==> src/rtl/rv32i_pkg.sv <==
// Shared RV32I definitions: data-memory arbiter state encodings, funct3 size codes
// and the debug request record held by the arbiter.
package rv32i_pkg;

  typedef enum logic [1:0] {
    ARB_IDLE  = 2'd0,
    ARB_PEND  = 2'd1,
    ARB_STALL = 2'd2
  } arb_state_t;

  localparam logic [2:0] F3_LB  = 3'b000;
  localparam logic [2:0] F3_LH  = 3'b001;
  localparam logic [2:0] F3_LW  = 3'b010;
  localparam logic [2:0] F3_LBU = 3'b100;
  localparam logic [2:0] F3_LHU = 3'b101;

  typedef struct packed {
    logic        we;
    logic [31:0] addr;
    logic [31:0] wdata;
    logic [2:0]  funct3;
  } dbg_req_t;

endpackage

==> src/rtl/dmem_arbiter_if.sv <==
// Bundle of core, debug and data-memory signals around dmem_arbiter.
// slave = arbiter side, master = surrounding core/debug/memory side.
interface dmem_arbiter_if;

  logic        core_re;
  logic        core_we;
  logic [31:0] core_addr;
  logic [31:0] core_wdata;
  logic [2:0]  core_funct3;
  logic [31:0] core_rdata;
  logic        core_stall;

  logic        dbg_valid;
  logic        dbg_ready;
  logic        dbg_we;
  logic [31:0] dbg_addr;
  logic [31:0] dbg_wdata;
  logic [2:0]  dbg_funct3;
  logic        dbg_rvalid;
  logic [31:0] dbg_rdata;

  logic        mem_we;
  logic [31:0] mem_addr;
  logic [31:0] mem_din;
  logic [2:0]  mem_funct3;
  logic [31:0] mem_dout;

  modport slave (
    input  core_re, core_we, core_addr, core_wdata, core_funct3,
    output core_rdata, core_stall,
    input  dbg_valid, dbg_we, dbg_addr, dbg_wdata, dbg_funct3,
    output dbg_ready, dbg_rvalid, dbg_rdata,
    output mem_we, mem_addr, mem_din, mem_funct3,
    input  mem_dout
  );

  modport master (
    output core_re, core_we, core_addr, core_wdata, core_funct3,
    input  core_rdata, core_stall,
    output dbg_valid, dbg_we, dbg_addr, dbg_wdata, dbg_funct3,
    input  dbg_ready, dbg_rvalid, dbg_rdata,
    input  mem_we, mem_addr, mem_din, mem_funct3,
    output mem_dout
  );

endinterface

==> src/rtl/dmem_arbiter_sat_counter.sv <==
// Saturating up-counter with synchronous reset; only built with DMEM_ARB_STATS_EN,
// since the arbiter statistics are its only user.
`ifdef DMEM_ARB_STATS_EN
module sat_counter #(
  parameter int WIDTH = 16
) (
  input  logic             clk,
  input  logic             reset,
  input  logic             inc,
  output logic [WIDTH-1:0] count
);

  always_ff @(posedge clk) begin
    if (reset) begin
      count <= '0;
    end else if (inc && (count != {WIDTH{1'b1}})) begin
      count <= count + WIDTH'(1);
    end
  end

endmodule
`endif

==> src/rtl/dmem_arbiter.sv <==
// Data-memory port arbiter: core has priority, debug requests get bounded latency
// via a starvation counter and a forced stall. DMEM_ARB_STATS_EN adds grant/stall counters.
//
// state     | meaning
// ----------+------------------------------------------------------------
// ARB_IDLE  | no debug request held; dbg_ready high
// ARB_PEND  | request held; granted on the first core-idle cycle
// ARB_STALL | starvation limit hit; core stalled, debug request granted
module dmem_arbiter
  import rv32i_pkg::*;
#(
  parameter int unsigned STARVE_LIMIT = 8
) (
  input  logic          clk,
  input  logic          reset,
  dmem_arbiter_if.slave bus
`ifdef DMEM_ARB_STATS_EN
  ,
  output logic [15:0]   stat_grants,
  output logic [15:0]   stat_stalls
`endif
);

  localparam logic [7:0] LIMIT = 8'(STARVE_LIMIT);

  arb_state_t  state_q, state_d;
  dbg_req_t    hold_q;
  logic [7:0]  wait_q, wait_d, wait_inc;
  logic        rvalid_q;
  logic [31:0] rdata_q;
  logic        core_busy;
  logic        accept;
  logic        grant;
  logic        rd_grant;

  assign core_busy = bus.core_re | bus.core_we;
  assign accept    = bus.dbg_valid & (state_q == ARB_IDLE);
  assign wait_inc  = wait_q + 8'd1;
  assign rd_grant  = grant & ~hold_q.we;

  always_comb begin
    state_d = state_q;
    wait_d  = wait_q;
    grant   = 1'b0;
    unique case (state_q)
      ARB_IDLE: begin
        if (accept) begin
          state_d = ARB_PEND;
          wait_d  = '0;
        end
      end
      ARB_PEND: begin
        if (!core_busy) begin
          grant   = 1'b1;
          state_d = ARB_IDLE;
          wait_d  = '0;
        end else begin
          wait_d = wait_inc;
          // Compare the post-increment count so the stall lands STARVE_LIMIT+1 cycles after accept
          if (wait_inc == LIMIT) begin
            state_d = ARB_STALL;
          end
        end
      end
      ARB_STALL: begin
        grant   = 1'b1;
        state_d = ARB_IDLE;
        wait_d  = '0;
      end
      default: begin
        state_d = ARB_IDLE;
        wait_d  = '0;
      end
    endcase
  end

  always_comb begin
    bus.mem_we     = bus.core_we;
    bus.mem_addr   = bus.core_addr;
    bus.mem_din    = bus.core_wdata;
    bus.mem_funct3 = bus.core_funct3;
    if (grant) begin
      bus.mem_we     = hold_q.we;
      bus.mem_addr   = hold_q.addr;
      bus.mem_din    = hold_q.wdata;
      bus.mem_funct3 = hold_q.funct3;
    end
  end

  assign bus.core_rdata = bus.mem_dout;
  assign bus.core_stall = (state_q == ARB_STALL);
  assign bus.dbg_ready  = (state_q == ARB_IDLE);
  assign bus.dbg_rvalid = rvalid_q;
  assign bus.dbg_rdata  = rdata_q;

  always_ff @(posedge clk) begin
    if (reset) begin
      state_q  <= ARB_IDLE;
      wait_q   <= '0;
      hold_q   <= '0;
      rvalid_q <= 1'b0;
      rdata_q  <= '0;
    end else begin
      state_q  <= state_d;
      wait_q   <= wait_d;
      rvalid_q <= rd_grant;
      if (accept) begin
        hold_q <= '{we: bus.dbg_we, addr: bus.dbg_addr,
                    wdata: bus.dbg_wdata, funct3: bus.dbg_funct3};
      end
      if (rd_grant) begin
        rdata_q <= bus.mem_dout;
      end
    end
  end

`ifdef DMEM_ARB_STATS_EN
  sat_counter #(.WIDTH(16)) u_grant_cnt (
    .clk   (clk),
    .reset (reset),
    .inc   (grant),
    .count (stat_grants)
  );

  sat_counter #(.WIDTH(16)) u_stall_cnt (
    .clk   (clk),
    .reset (reset),
    .inc   (state_q == ARB_STALL),
    .count (stat_stalls)
  );
`endif

endmodule

==> src/flat_wrapper.sv <==
// flat-port wrapper written by rule: the top's interface ports become plain ports
module dmem_arbiter_flat import rv32i_pkg::*;
#(
  parameter int unsigned STARVE_LIMIT = 8
)
  (clk, reset, bus_core_re, bus_core_we, bus_core_addr, bus_core_wdata, bus_core_funct3, bus_core_rdata, bus_core_stall, bus_dbg_valid, bus_dbg_we, bus_dbg_addr, bus_dbg_wdata, bus_dbg_funct3, bus_dbg_ready, bus_dbg_rvalid, bus_dbg_rdata, bus_mem_we, bus_mem_addr, bus_mem_din, bus_mem_funct3, bus_mem_dout);
  dmem_arbiter_if bus_i ();
  input  logic clk;
  input  logic reset;
  input wire logic [$bits(bus_i.core_re)-1:0] bus_core_re;
  input wire logic [$bits(bus_i.core_we)-1:0] bus_core_we;
  input wire logic [$bits(bus_i.core_addr)-1:0] bus_core_addr;
  input wire logic [$bits(bus_i.core_wdata)-1:0] bus_core_wdata;
  input wire logic [$bits(bus_i.core_funct3)-1:0] bus_core_funct3;
  output wire logic [$bits(bus_i.core_rdata)-1:0] bus_core_rdata;
  output wire logic [$bits(bus_i.core_stall)-1:0] bus_core_stall;
  input wire logic [$bits(bus_i.dbg_valid)-1:0] bus_dbg_valid;
  input wire logic [$bits(bus_i.dbg_we)-1:0] bus_dbg_we;
  input wire logic [$bits(bus_i.dbg_addr)-1:0] bus_dbg_addr;
  input wire logic [$bits(bus_i.dbg_wdata)-1:0] bus_dbg_wdata;
  input wire logic [$bits(bus_i.dbg_funct3)-1:0] bus_dbg_funct3;
  output wire logic [$bits(bus_i.dbg_ready)-1:0] bus_dbg_ready;
  output wire logic [$bits(bus_i.dbg_rvalid)-1:0] bus_dbg_rvalid;
  output wire logic [$bits(bus_i.dbg_rdata)-1:0] bus_dbg_rdata;
  output wire logic [$bits(bus_i.mem_we)-1:0] bus_mem_we;
  output wire logic [$bits(bus_i.mem_addr)-1:0] bus_mem_addr;
  output wire logic [$bits(bus_i.mem_din)-1:0] bus_mem_din;
  output wire logic [$bits(bus_i.mem_funct3)-1:0] bus_mem_funct3;
  input wire logic [$bits(bus_i.mem_dout)-1:0] bus_mem_dout;
  assign bus_i.core_re = bus_core_re;
  assign bus_i.core_we = bus_core_we;
  assign bus_i.core_addr = bus_core_addr;
  assign bus_i.core_wdata = bus_core_wdata;
  assign bus_i.core_funct3 = bus_core_funct3;
  assign bus_core_rdata = bus_i.core_rdata;
  assign bus_core_stall = bus_i.core_stall;
  assign bus_i.dbg_valid = bus_dbg_valid;
  assign bus_i.dbg_we = bus_dbg_we;
  assign bus_i.dbg_addr = bus_dbg_addr;
  assign bus_i.dbg_wdata = bus_dbg_wdata;
  assign bus_i.dbg_funct3 = bus_dbg_funct3;
  assign bus_dbg_ready = bus_i.dbg_ready;
  assign bus_dbg_rvalid = bus_i.dbg_rvalid;
  assign bus_dbg_rdata = bus_i.dbg_rdata;
  assign bus_mem_we = bus_i.mem_we;
  assign bus_mem_addr = bus_i.mem_addr;
  assign bus_mem_din = bus_i.mem_din;
  assign bus_mem_funct3 = bus_i.mem_funct3;
  assign bus_i.mem_dout = bus_mem_dout;
  dmem_arbiter #(.STARVE_LIMIT(STARVE_LIMIT)) u_core (.clk(clk), .reset(reset), .bus(bus_i));
endmodule
==> config.mk <==
export PLATFORM = sky130hd
export DESIGN_NAME = dmem_arbiter_flat
export DESIGN_NICKNAME = d
export VERILOG_FILES = /design/src/rtl/rv32i_pkg.sv /design/src/rtl/dmem_arbiter_if.sv /design/src/rtl/dmem_arbiter_sat_counter.sv /design/src/rtl/dmem_arbiter.sv /design/src/flat_wrapper.sv
export SDC_FILE = /design/constraint.sdc
export NUM_CORES = 1
export LEC_CHECK = 0
export BUFFER_PORTS_ARGS = -buffer_cell sky130_fd_sc_hd__buf_4
export CAP_MARGIN = 15
export CORE_AREA = 2 2 119 121
export CTS_BUF_LIST = sky130_fd_sc_hd__clkbuf_16
export DETAILED_ROUTE_END_ITERATION = 10
export DIE_AREA = 0 0 121 123
export GPL_TIMING_DRIVEN = 0
export PLACE_DENSITY = 0.72
export SLEW_MARGIN = 10
export SYNTH_ARGS = -nofsm -noshare
export SYNTH_HDL_FRONTEND = slang
export SYNTH_SLANG_ARGS = --single-unit
==> constraint.sdc <==
create_clock -name clk -period 2.3 [get_ports clk]
set_input_delay 0.46 -clock clk [delete_from_list [all_inputs] [get_ports clk]]
set_output_delay 0.46 -clock clk [all_outputs]
set_load 0.02 [all_outputs]
# Word level (Yosys, flattened, before mapping)
# Cells that the tools add are included.
# word_totals
register_bits,111
latch_bits,0
ram_bits,0
rom_bits,0
inputBits,172
word_cells,33
memories,0
# classes
add_sub_neg,1
n_mul,0
div_mod_pow,0
n_lt_le_gt_ge,0
n_eq_ne,5
shift,0
n_mux,13
bitwise_logic,4
reduce_logical,2
# ops
op,n
$mux W32,2
$mux W8,2
$pmux W8 S2,1
$add A8 B1 Y8 const B,1
$eq A8 B4 Y1 const B,1
$mux W2,3
$pmux W2 S2,1
$mux W3,1
$ne A3 B3 Y1 const B,1
$and A1 B1 Y1,2
$eq A2 B1 Y1 const B,1
$eq A2 B2 Y1 const B,1
$logic_not A2 Y1,1
$mux W1,2
$ne A2 B1 Y1 const B,1
$pmux W1 S2,1
$reduce_and A2 Y1,1
$not A1 Y1,1
$or A1 B1 Y1,1

# Depth between registers and ports, before layout
# Gate-level depths: netlist of the first run.
# logic_depth
ltp_word,5
mapped_depth,9
depth_no_buf,7

# Least setup slack after synthesis of the first run
# Ideal clock, no wire load.
# synth_path
kind,reg2out
start,register u_core.state_q[0]
end,output port bus_mem_din[13]
t_arrival_ns,1.727
setup_slack_ns,0.113
path_stages_with_launch,7
path_buffers,2
cell_sequence,dfxtp_1 > inv_1 > ha_1 > o21ai_2 > buf_2 > buf_4 > mux2_2
# synth_between
elab_chain_len,3
word_cells_on_any_way,4
classes_between,2 x eq/ne; 2 x mux
# synth_lines
element,line,source
start: declaration,dmem_arbiter.sv:26,"arb_state_t state_q, state_d;"
start signal: assignment,dmem_arbiter.sv:104,state_q <= state_d;
$eq A2 B2 Y1,--,
via bus_core_stall,flat_wrapper.sv:16,output wire logic [$bits(bus_i.core_stall)-1:0] bus_core_stall;
$pmux W1 S2,dmem_arbiter.sv:45,unique case (state_q)
$mux W32,dmem_arbiter.sv:82,if (grant) begin
end: declaration,flat_wrapper.sv:27,output wire logic [$bits(bus_i.mem_din)-1:0] bus_mem_din;
# The timed path passes the listed nets, and every way through them passes these cells.

# Worst setup path after layout of the first run
# layout_path
start,register u_core.state_q[1]
end,output port bus_mem_din[20]
# layout_between
elab_chain_len,3
word_cells_on_any_way,4
classes_between,2 x eq/ne; 2 x mux
# layout_lines
element,line
$eq A2 B2 Y1 / $eq A2 B1 Y1 (equally long branches),dmem_arbiter.sv:45
$pmux W1 S2 (*),dmem_arbiter.sv:45
$mux W32 (*),dmem_arbiter.sv:82
# Every way passes the cells marked *; elsewhere a longest branch is shown, timed or not.

==> results.yml, run 1 <==
status:
  status: "finished with violations"
  violations: "negative setup slack"
clock_tree:
  ctsHtreeMaxLevel: 3
  cts.path.max_buffers: 2
  numCtsBuffers: 9
  clock_sinks: 111
  root_buffer: "clkbuf_16"
  clkSlewWorstSetupHoldPaths_ns: 0.07
  clkLatencyLatePin_ns: 0.35
  cts_tree: "done"
place:
  portBuffers: 306
  place_congestion: 0.845
  place_hpwl_um: 13600
route:
  ant_nets: 0
  vias: 5427
  totalWireLength_um: 18800
  drt_iter0_drc: 341
  wl_per_cell_um: 16.4
  route.detailed.drc: 0
  firstDrtPassIters: 4
  via_per_inst: 4.72
yosys:
  ys_warn_count: 0
  synth_top_area_cell: "dfxtp_1"
  synth.top_cell.area_share: 0.428
  ys_types: 43
  ys_seq_elements: 111
  seq_area_frac_synth: 0.428
  syn-num-nets: 813
  synth_area_per_cell_um2: 8.17
  synthTopCellsByArea: "dfxtp_1 (43%), nand2_1 (15%), mux2_2 (15%), a21oi_1 (10%), buf_4 (5.2%)"
  syn_area_um2: 5200
  synth-async-reset-ratio: 0
  synthFlopType: "dfxtp_1"
  synth_edf_count: 0
  synthCells: 636
grt:
  antenna_found_initial: 0
  grt_pass1_wl_um: 27300
  grt_usage: 0.241
  grt_overflow: 0
  grt_start_max_net_pins: 17
  grt_pass1_vias: 5088
floorplanning:
  fp-row-count: 43
  ioPinCount: 307
  die_w_um: 121
  core-area_um2: 13600
  die_h_um: 123
  start_util: 0.382
  die_area_um2: 14900
timing:
  tightest_slew_ns: 0.764
  setup_viol: 68
  layout_setup_ws_ns: -0.257
  tns_ns: -15.36
  fin_crit_sh: 1.11
  hold_viol_final: 0
  maxSlewHeadroom: 0.490
  fmax_mhz: 391
  min_period_ns: 2.56
  drv_slew: 0
  fin_skew_ns: 0.00480
  rsz0062_at_grt: "yes"
run:
  cap_violations: 0
setup_path:
  r2r-start: "u_core.state_q[0]$_SDFFE_PP0P_"
  critPathRequiredTime_ns: 1.84
  critical_path_class: "flip-flop to output pin"
  startpoint_type: "flip-flop"
  path_max_fanout: 7
  crit_arrival_ns: 2.10
  cp-end-kind: "output pin"
  setup.worst_path.start: "u_core.state_q[1]$_SDFFE_PP0P_"
final_layout:
  num_antenna_cells: 0
  mostFrequentLayoutCell: "buf_4"
  final_cell_mix: "buf_4 (286), nand2_1 (207), a21oi_1 (109), dfxtp_1 (109), buf_6 (62)"
  fin_nets: 1141
  areaGrowthSynthToFinish_pct: 67.5
  drive_gt1_frac: 0.476
power_and_ir_drop:
  net-switching-power_w: 0.00125
  swShare: 0.274
  power_density_nw_per_um2: 522
  clockPowerShare: 0.310
  intPower_w: 0.00330
  p_comb_frac: 0.237
  leakagePower_nw: 4.12
  total_power_w: 0.00454
  peakVddDrop_v: 0.000402
  power_frac_seq: 0.453
hold_path:
  min-delay-start: "bus_dbg_addr[28]"
  worstHoldPathType: "primary input to flip-flop"
## sequential cells by signal, indices dropped and copies added (netlist names)
name and flops:
u_core.wait_q 8, u_core.hold_q 68, u_core.bus.dbg_rvalid 1, u_core.bus.dbg_rdata 32
u_core.state_q 2
## final timing paths
path	end	slack [ns]	cells after the start
min	u_core.hold_q[63]$_SDFFE_PP0P_	0.35	3
min reg2reg	u_core.bus.dbg_rdata[19]$_SDFFE_PP0P_	0.45	2
max reg2reg	u_core.bus.dbg_rdata[20]$_SDFFE_PP0P_	0.22	8
max	bus_mem_din[20]	-0.26	8
## metal layers
layer | wire length, um | vias to the layer above | global-route usage
met2 | 9540 | 234 | 0.429
met3 | 1850 | 27 | 0.0826
met1 | 6920 | 2425 | 0.262
met5 | 0 | - | 0
li1 | - | 2741 | -
met4 | 513 | 0 | 0.0988
## critical path, stage by stage, from the launching register on
cell	delay [ns]
dfxtp_2	0.34
inv_2	0.05
ha_4	0.15
nor3b_4	0.15
o21ai_4	0.26
buf_12	0.19
clkbuf_16	0.16
mux2_4	0.31
buf_6	0.13
## repair_timing
| action | 4_1_cts | 5_1_grt |
|---|---|---|
| gates cloned | 2 | 2 |
| pin swaps | 1 | 1 |
| hold buffers | 0 | 0 |
| setup buffers | 7 | 0 |
| gates resized for setup | 134 | 16 |
| endpoints found under the setup margin | 68 | 68 |
## cell type report
cell class / instances / area, um^2
Fill cell: 1184 / 4910
Buffer: 76 / 538
Sequential cell: 111 / 2220
Timing Repair Buffer: 317 / 2690
Tap cell: 180 / 225
Clock buffer: 9 / 225
Inverter: 4 / 15.0
Multi-Input combinational cell: 445 / 2750
Clock inverter: 7 / 31.3
## power by group through the flow
stage                     sequential, W  combinational, W  clock, W
final                           0.00206           0.00108   0.00141
after global routing            0.00207           0.00115   0.00152
after CTS                       0.00206           0.00106   0.00144
after detailed placement        0.00210          0.000963         0
after global placement          0.00210          0.000955         0
after floorplan                 0.00209          0.000475         0
## through the flow
step           cells  worst slack (ns)  area (um^2)  utilization  hold slack (ns)
2_1_floorplan    636             0.113         5200            -            0.434
3_3_place_gp    1122            -0.404         7720        0.567            0.440
3_5_place_dp    1122            -0.475         7720        0.567            0.444
4_1_cts         1147            -0.319         8590        0.631            0.335
5_1_grt         1149            -0.310         8700        0.639            0.340
6_report        1149            -0.257         8700        0.639            0.349
## cell usage after synthesis (all sizes together), types with 3 or more instances
cell type / instances
a21oi: 109
buf: 55
clkbuf: 20
dfxtp: 111
ha: 5
inv: 4
mux2: 68
nand2: 207
nor2: 15
nor3: 3
nor3b: 3
o21ai: 8
## kinds of logic (layout without fill, tap and decap cells)
group / count (synthesis) / count (layout) / synth area share
and+or+nand+nor: 241 / 241 / 0.187
adders and majority gates: 5 / 5 / 0.0120
xor gates and xnor gates: 1 / 1 / 0.00169
DFF: 111 / 111 / 0.428
AOI/OAI and AO/OA: 130 / 130 / 0.134
buffers and inverters: 80 / 413 / 0.0898
muxes: 68 / 68 / 0.147
(Power assumes the default switching activity.)
==> run 2: changes to the inputs <==
--- a/config.mk
+++ b/config.mk
@@ -7,12 +7,10 @@
 export LEC_CHECK = 0
 export BUFFER_PORTS_ARGS = -buffer_cell sky130_fd_sc_hd__buf_4
 export CAP_MARGIN = 15
-export CORE_AREA = 2 2 119 121
+export CORE_UTILIZATION = 30
 export CTS_BUF_LIST = sky130_fd_sc_hd__clkbuf_16
 export DETAILED_ROUTE_END_ITERATION = 10
-export DIE_AREA = 0 0 121 123
 export GPL_TIMING_DRIVEN = 0
-export PLACE_DENSITY = 0.72
 export SLEW_MARGIN = 10
 export SYNTH_ARGS = -nofsm -noshare
 export SYNTH_HDL_FRONTEND = slang
==> results.yml, run 2 (synthesis results as in run 1) <==
status:
  status: "finished with violations"
  violations: "negative setup slack"
power_and_ir_drop:
  peakVddDrop_v: 0.000435
  power_density_nw_per_um2: 527
  power_frac_seq: 0.446
  swShare: 0.282
  intPower_w: 0.00332
  clockPowerShare: 0.322
  leakagePower_nw: 4.14
  total_power_w: 0.00462
  p_comb_frac: 0.233
  net-switching-power_w: 0.00130
timing:
  tightest_slew_ns: 0.773
  fin_crit_sh: 1.11
  rsz0062_at_grt: "yes"
  drv_slew: 0
  hold_viol_final: 0
  layout_setup_ws_ns: -0.253
  fin_skew_ns: 0.0131
  fmax_mhz: 392
  setup_viol: 68
  maxSlewHeadroom: 0.485
  min_period_ns: 2.55
setup_path:
  regToRegSetupSlack_ns: 0.19
  critPathRequiredTime_ns: 1.84
  critical_path_class: "flip-flop to output pin"
  slowest_delay_ns: 0.34
  crit_cells: 8
  startpoint_type: "flip-flop"
  cp_num_buf_inv: 4
  crit_path_top_delay_cell: "dfxtp_2"
  critical_path.top_delay_family: "buffers and inverters"
  cp-end-kind: "output pin"
  r2r.worst_path.cells: 10
  crit_arrival_ns: 2.09
  path_max_fanout: 10
  crit_chain: "inv_2, ha_4, nor3b_4, o21ai_4, buf_12, buf_12, mux2_4, buf_6"
  crit_top_cell: "buf_12"
hold_path:
  hold_depth: 3
  worstHoldPathType: "primary input to flip-flop"
final_layout:
  drive_gt1_frac: 0.481
  largest_register: "u_core.hold_q"
  mostFrequentLayoutCell: "buf_4"
  largest_reg_flops: 68
  regArea_um2: 2220
  multi_input_area_um2: 2750
  areaGrowthSynthToFinish_pct: 68.8
  fin_cells: 1191
  fill_cells: 1631
  fin_nets: 1143
  final_cell_mix: "buf_4 (287), nand2_1 (207), a21oi_1 (109), dfxtp_1 (109), buf_6 (62)"
  num_antenna_cells: 0
grt:
  grt_overflow: 0
  grt_pass1_vias: 5268
  grt_start_max_net_pins: 19
  grt_usage: 0.211
  antenna_found_initial: 0
  grt_pass1_wl_um: 28800
route:
  wl_per_cell_um: 16.0
  route.detailed.drc: 0
  via_per_inst: 4.59
  vias: 5470
  firstDrtPassIters: 4
  totalWireLength_um: 19100
  drt_iter0_drc: 170
  ant_nets: 0
floorplanning:
  fp-row-count: 47
  core-area_um2: 16800
  ioPinCount: 307
  die_h_um: 134
  start_util: 0.310
  die_w_um: 134
  die_area_um2: 17900
clock_tree:
  clkLatencyLatePin_ns: 0.36
  clock_sinks: 111
  root_buffer: "clkbuf_16"
  ctsHtreeMaxLevel: 3
  numCtsBuffers: 9
  clkSlewWorstSetupHoldPaths_ns: 0.08
  cts_tree: "done"
  cts.path.max_buffers: 2
place:
  place_hpwl_um: 14200
  dp_cells: 1162
  portBuffers: 306
  place_congestion: 0.772
run:
  cap_violations: 0
[run 2: layer usage]
layer / vias up / track usage / wire length (um)
met1: 2470 / 0.234 / 7520
met5: - / 0 / 0
li1: 2743 / - / -
met3: 17 / 0.0784 / 1740
met4: 0 / 0.0410 / 172
met2: 240 / 0.382 / 9670
[run 2: area by class of cell]
class / instances / share of cell area
well taps: 220 / 0.0314
plain buffers: 74 / 0.0573
inverters: 4 / 0.00171
clock inverters: 7 / 0.00542
repair buffers: 321 / 0.311
multi-input cells: 445 / 0.314
clock buffers: 9 / 0.0257
flip-flops and latches: 111 / 0.254
[run 2: worst register-to-register path, stage by stage (launching register included)]
cell	delay [ns]
dfxtp_2	0.33
inv_2	0.07
ha_4	0.13
nor3b_4	0.24
o21ai_4	0.13
buf_4	0.15
buf_4	0.13
nor2_1	0.34
buf_2	0.30
nand2_1	0.11
a21oi_1	0.13
[run 2: repair_timing]
| action | 4_1_cts | 5_1_grt |
|---|---|---|
| hold buffers | 0 | 0 |
| cloned | 3 | 1 |
| pin swaps | 1 | 1 |
| setup endpoints to repair | 68 | 78 |
| gates resized for setup | 150 | 8 |
| buffers inserted | 13 | 1 |
[run 2: final timing paths]
kind | startpoint | endpoint
setup reg to reg | u_core.state_q[1]$_SDFFE_PP0P_ | u_core.bus.dbg_rdata[4]$_SDFFE_PP0P_
hold / removal | bus_dbg_addr[25] | u_core.hold_q[60]$_SDFFE_PP0P_
setup / recovery | u_core.state_q[1]$_SDFFE_PP0P_ | bus_mem_addr[16]
hold reg to reg | u_core.hold_q[48]$_SDFFE_PP0P_ | u_core.hold_q[48]$_SDFFE_PP0P_
[run 2: power by group through the flow]
stage,Combinational [W],Sequential (W),Clock [W]
2_1_floorplan,0.000475,0.00209,0
3_3_place_gp,0.000959,0.00210,0
3_5_place_dp,0.000964,0.00210,0
4_1_cts,0.00108,0.00206,0.00153
5_1_grt,0.00116,0.00207,0.00160
6_report,0.00107,0.00206,0.00149
[run 2: through the flow]
stage | hold slack, ns | setup slack, ns | utilization | area [um^2] | TNS (ns)
floorplan | 0.434 | 0.113 | - | 5200 | 0
global placement | 0.441 | -0.514 | 0.464 | 7770 | -19.41
detailed placement | 0.447 | -0.535 | 0.464 | 7770 | -19.94
CTS | 0.324 | -0.303 | 0.525 | 8800 | -17.12
global route | 0.331 | -0.337 | 0.523 | 8770 | -20.24
finish | 0.338 | -0.253 | 0.523 | 8770 | -14.43
==> run 3: changes to the inputs <==
--- a/config.mk
+++ b/config.mk
@@ -11,6 +11,7 @@
 export CTS_BUF_LIST = sky130_fd_sc_hd__clkbuf_16
 export DETAILED_ROUTE_END_ITERATION = 10
 export GPL_TIMING_DRIVEN = 0
+export REMOVE_ABC_BUFFERS = 1
 export SLEW_MARGIN = 10
 export SYNTH_ARGS = -nofsm -noshare
 export SYNTH_HDL_FRONTEND = slang
==> results.yml, run 3 (synthesis results as in run 1) <==
status:
  status: "finished with violations"
  violations: "negative setup slack"
route:
  vias: 5262
  ant_nets: 0
  wl_per_cell_um: 16.2
  totalWireLength_um: 18300
  drt_iter0_drc: 206
  via_per_inst: 4.68
  route.detailed.drc: 0
  firstDrtPassIters: 4
clock_tree:
  hold_buffers: 0
  ctsHtreeMaxLevel: 3
  clkSlewWorstSetupHoldPaths_ns: 0.07
  clkLatencyLatePin_ns: 0.35
  root_buffer: "clkbuf_16"
  cts.path.max_buffers: 2
  clock_sinks: 111
  numCtsBuffers: 9
  cts_tree: "done"
setup_path:
  cp_num_buf_inv: 5
  r2r.worst_path.cells: 10
  crit_arrival_ns: 2.11
  path_max_fanout: 6
  crit_top_cell: "buf_12"
  critPathRequiredTime_ns: 1.84
  r2r-start: "u_core.state_q[1]$_SDFFE_PP0P_"
  slowest_delay_ns: 0.34
  reg2reg_to: "u_core.bus.dbg_rdata[20]$_SDFFE_PP0P_"
  cp-end-kind: "output pin"
  critical_path.top_delay_family: "buffers and inverters"
  crit_chain: "inv_4, ha_4, nor3b_4, o21ai_4, buf_12, buf_12, clkbuf_16, mux2_4, buf_6"
  critical_path_class: "flip-flop to output pin"
  startpoint_type: "flip-flop"
  regToRegSetupSlack_ns: 0.18
  crit_path_top_delay_cell: "dfxtp_2"
timing:
  tightest_slew_ns: 0.791
  hold_viol_final: 0
  layout_setup_ws_ns: -0.269
  maxSlewHeadroom: 0.472
  setup_viol: 68
  fin_crit_sh: 1.12
  min_period_ns: 2.57
  fmax_mhz: 389
  tns_ns: -14.86
  drv_slew: 0
  fin_skew_ns: 0.00770
  rsz0062_at_grt: "yes"
floorplanning:
  start_util: 0.310
  die_w_um: 134
  die_area_um2: 17900
  die_h_um: 134
  fp-row-count: 47
  core-area_um2: 16800
  ioPinCount: 307
power_and_ir_drop:
  net-switching-power_w: 0.00124
  swShare: 0.255
  peakVddDrop_v: 0.000418
  p_comb_frac: 0.212
  power_frac_seq: 0.426
  power_density_nw_per_um2: 564
  leakagePower_nw: 3.99
  clockPowerShare: 0.362
  intPower_w: 0.00361
grt:
  grt_usage: 0.188
  grt_pass1_wl_um: 25900
  grt_pass1_vias: 4926
  antenna_found_initial: 0
  grt_start_max_net_pins: 113
  met3_usage: 0.0392
  busiest_layer: "met2"
  grt_overflow: 0
  use_met2: 0.340
  grt_util_met1: 0.217
final_layout:
  final_cell_mix: "buf_4 (244), nand2_1 (206), a21oi_1 (109), dfxtp_1 (109), buf_6 (70)"
  mostFrequentLayoutCell: "buf_4"
  num_antenna_cells: 0
  utilization: 0.512
  largest_register: "u_core.hold_q"
  fin_nets: 1077
  areaGrowthSynthToFinish_pct: 65.3
  largest_reg_flops: 68
  drive_gt1_frac: 0.471
  fin_cells: 1125
run:
  cap_violations: 0
place:
  place_congestion: 0.779
  dp_cells: 1088
  portBuffers: 306
  place_hpwl_um: 11700
hold_path:
  min-delay-start: "bus_dbg_addr[27]"
  min_to: "u_core.hold_q[62]$_SDFFE_PP0P_"
  hold_depth: 3
  worstHoldPathType: "primary input to flip-flop"
==> run 3: changes by cell type in the layout (fill, tap and decap cells not counted), moves of 8 or more <==
| cell | change |
|---|---|
| buf_4 | -43 |
| clkbuf_1 | -19 |
| buf_2 | -10 |
| buf_6 | +8 |
==> run 3: worst reg2reg max path, cell delays in order (launching register included) <==
cell and delay [ns]:
dfxtp_2 0.34, inv_4 0.07, ha_4 0.13, nor3b_4 0.25, buf_4 0.18, o21ai_4 0.08
clkbuf_16 0.16, buf_4 0.16, nor2_4 0.37, nand2_1 0.18, a21oi_1 0.15
==> run 3: worst max path at each step <==
stage                              startpoint  depth (start not counted)                                    end
6_report       u_core.state_q[1]$_SDFFE_PP0P_                          9                       bus_mem_addr[20]
5_1_grt        u_core.state_q[1]$_SDFFE_PP0P_                          9                         bus_mem_din[4]
4_1_cts        u_core.state_q[1]$_SDFFE_PP0P_                         10                        bus_mem_din[17]
3_5_place_dp   u_core.state_q[1]$_SDFFE_PP0P_                          7                      bus_mem_funct3[1]
3_3_place_gp   u_core.state_q[1]$_SDFFE_PP0P_                          7  u_core.bus.dbg_rdata[20]$_SDFFE_PP0P_
2_1_floorplan  u_core.state_q[0]$_SDFFE_PP0P_                          6   u_core.bus.dbg_rdata[0]$_SDFFE_PP0P_
==> run 3: timing repair <==
action | 4_1_cts | 5_1_grt
gates cloned | 4 | 4
resized for setup | 60 | 91
endpoints found under the setup margin | 101 | 100
pin swaps | 2 | 5
buffers inserted | 12 | 5
==> run 3: power by group through the flow <==
| stage | logic [W] | registers [W] | clock network, W |
|---|---|---|---|
| 2_1_floorplan | 0.000356 | 0.00209 | 0 |
| 3_3_place_gp | 0.000889 | 0.00210 | 0 |
| 3_5_place_dp | 0.000893 | 0.00210 | 0 |
| 4_1_cts | 0.000957 | 0.00206 | 0.00181 |
| 5_1_grt | 0.00110 | 0.00207 | 0.00189 |
| 6_report | 0.00103 | 0.00206 | 0.00175 |
==> run 3: final cells by class <==
type / instances / area (um^2)
fillers: 1648 / 8170
repair buffers: 327 / 2920
multi-input cells: 447 / 2820
flip-flops and latches: 111 / 2220
well taps: 220 / 275
clock buffers: 9 / 225
clock inverters: 7 / 105
inverters: 4 / 17.5
==> run 3: metrics by stage <==
stage | total power, W | area (um^2) | hold WS (ns) | setup WS (ns)
after floorplan | 0.00244 | 4740 | 0.428 | -1.58
after global placement | 0.00299 | 7320 | 0.439 | -3.78
after detailed placement | 0.00299 | 7380 | 0.444 | -0.401
after CTS | 0.00483 | 8160 | 0.334 | -0.340
after global routing | 0.00506 | 8590 | 0.340 | -0.328
final | 0.00484 | 8590 | 0.348 | -0.269
==> run 3: metal layers <==
metal | wire (um) | share of wire | up-vias
li1 | - | - | 2621
met4 | 323 | 0.018 | 0
met3 | 1170 | 0.064 | 18
met5 | 0 | 0 | -
met1 | 7390 | 0.40 | 2416
met2 | 9390 | 0.51 | 207
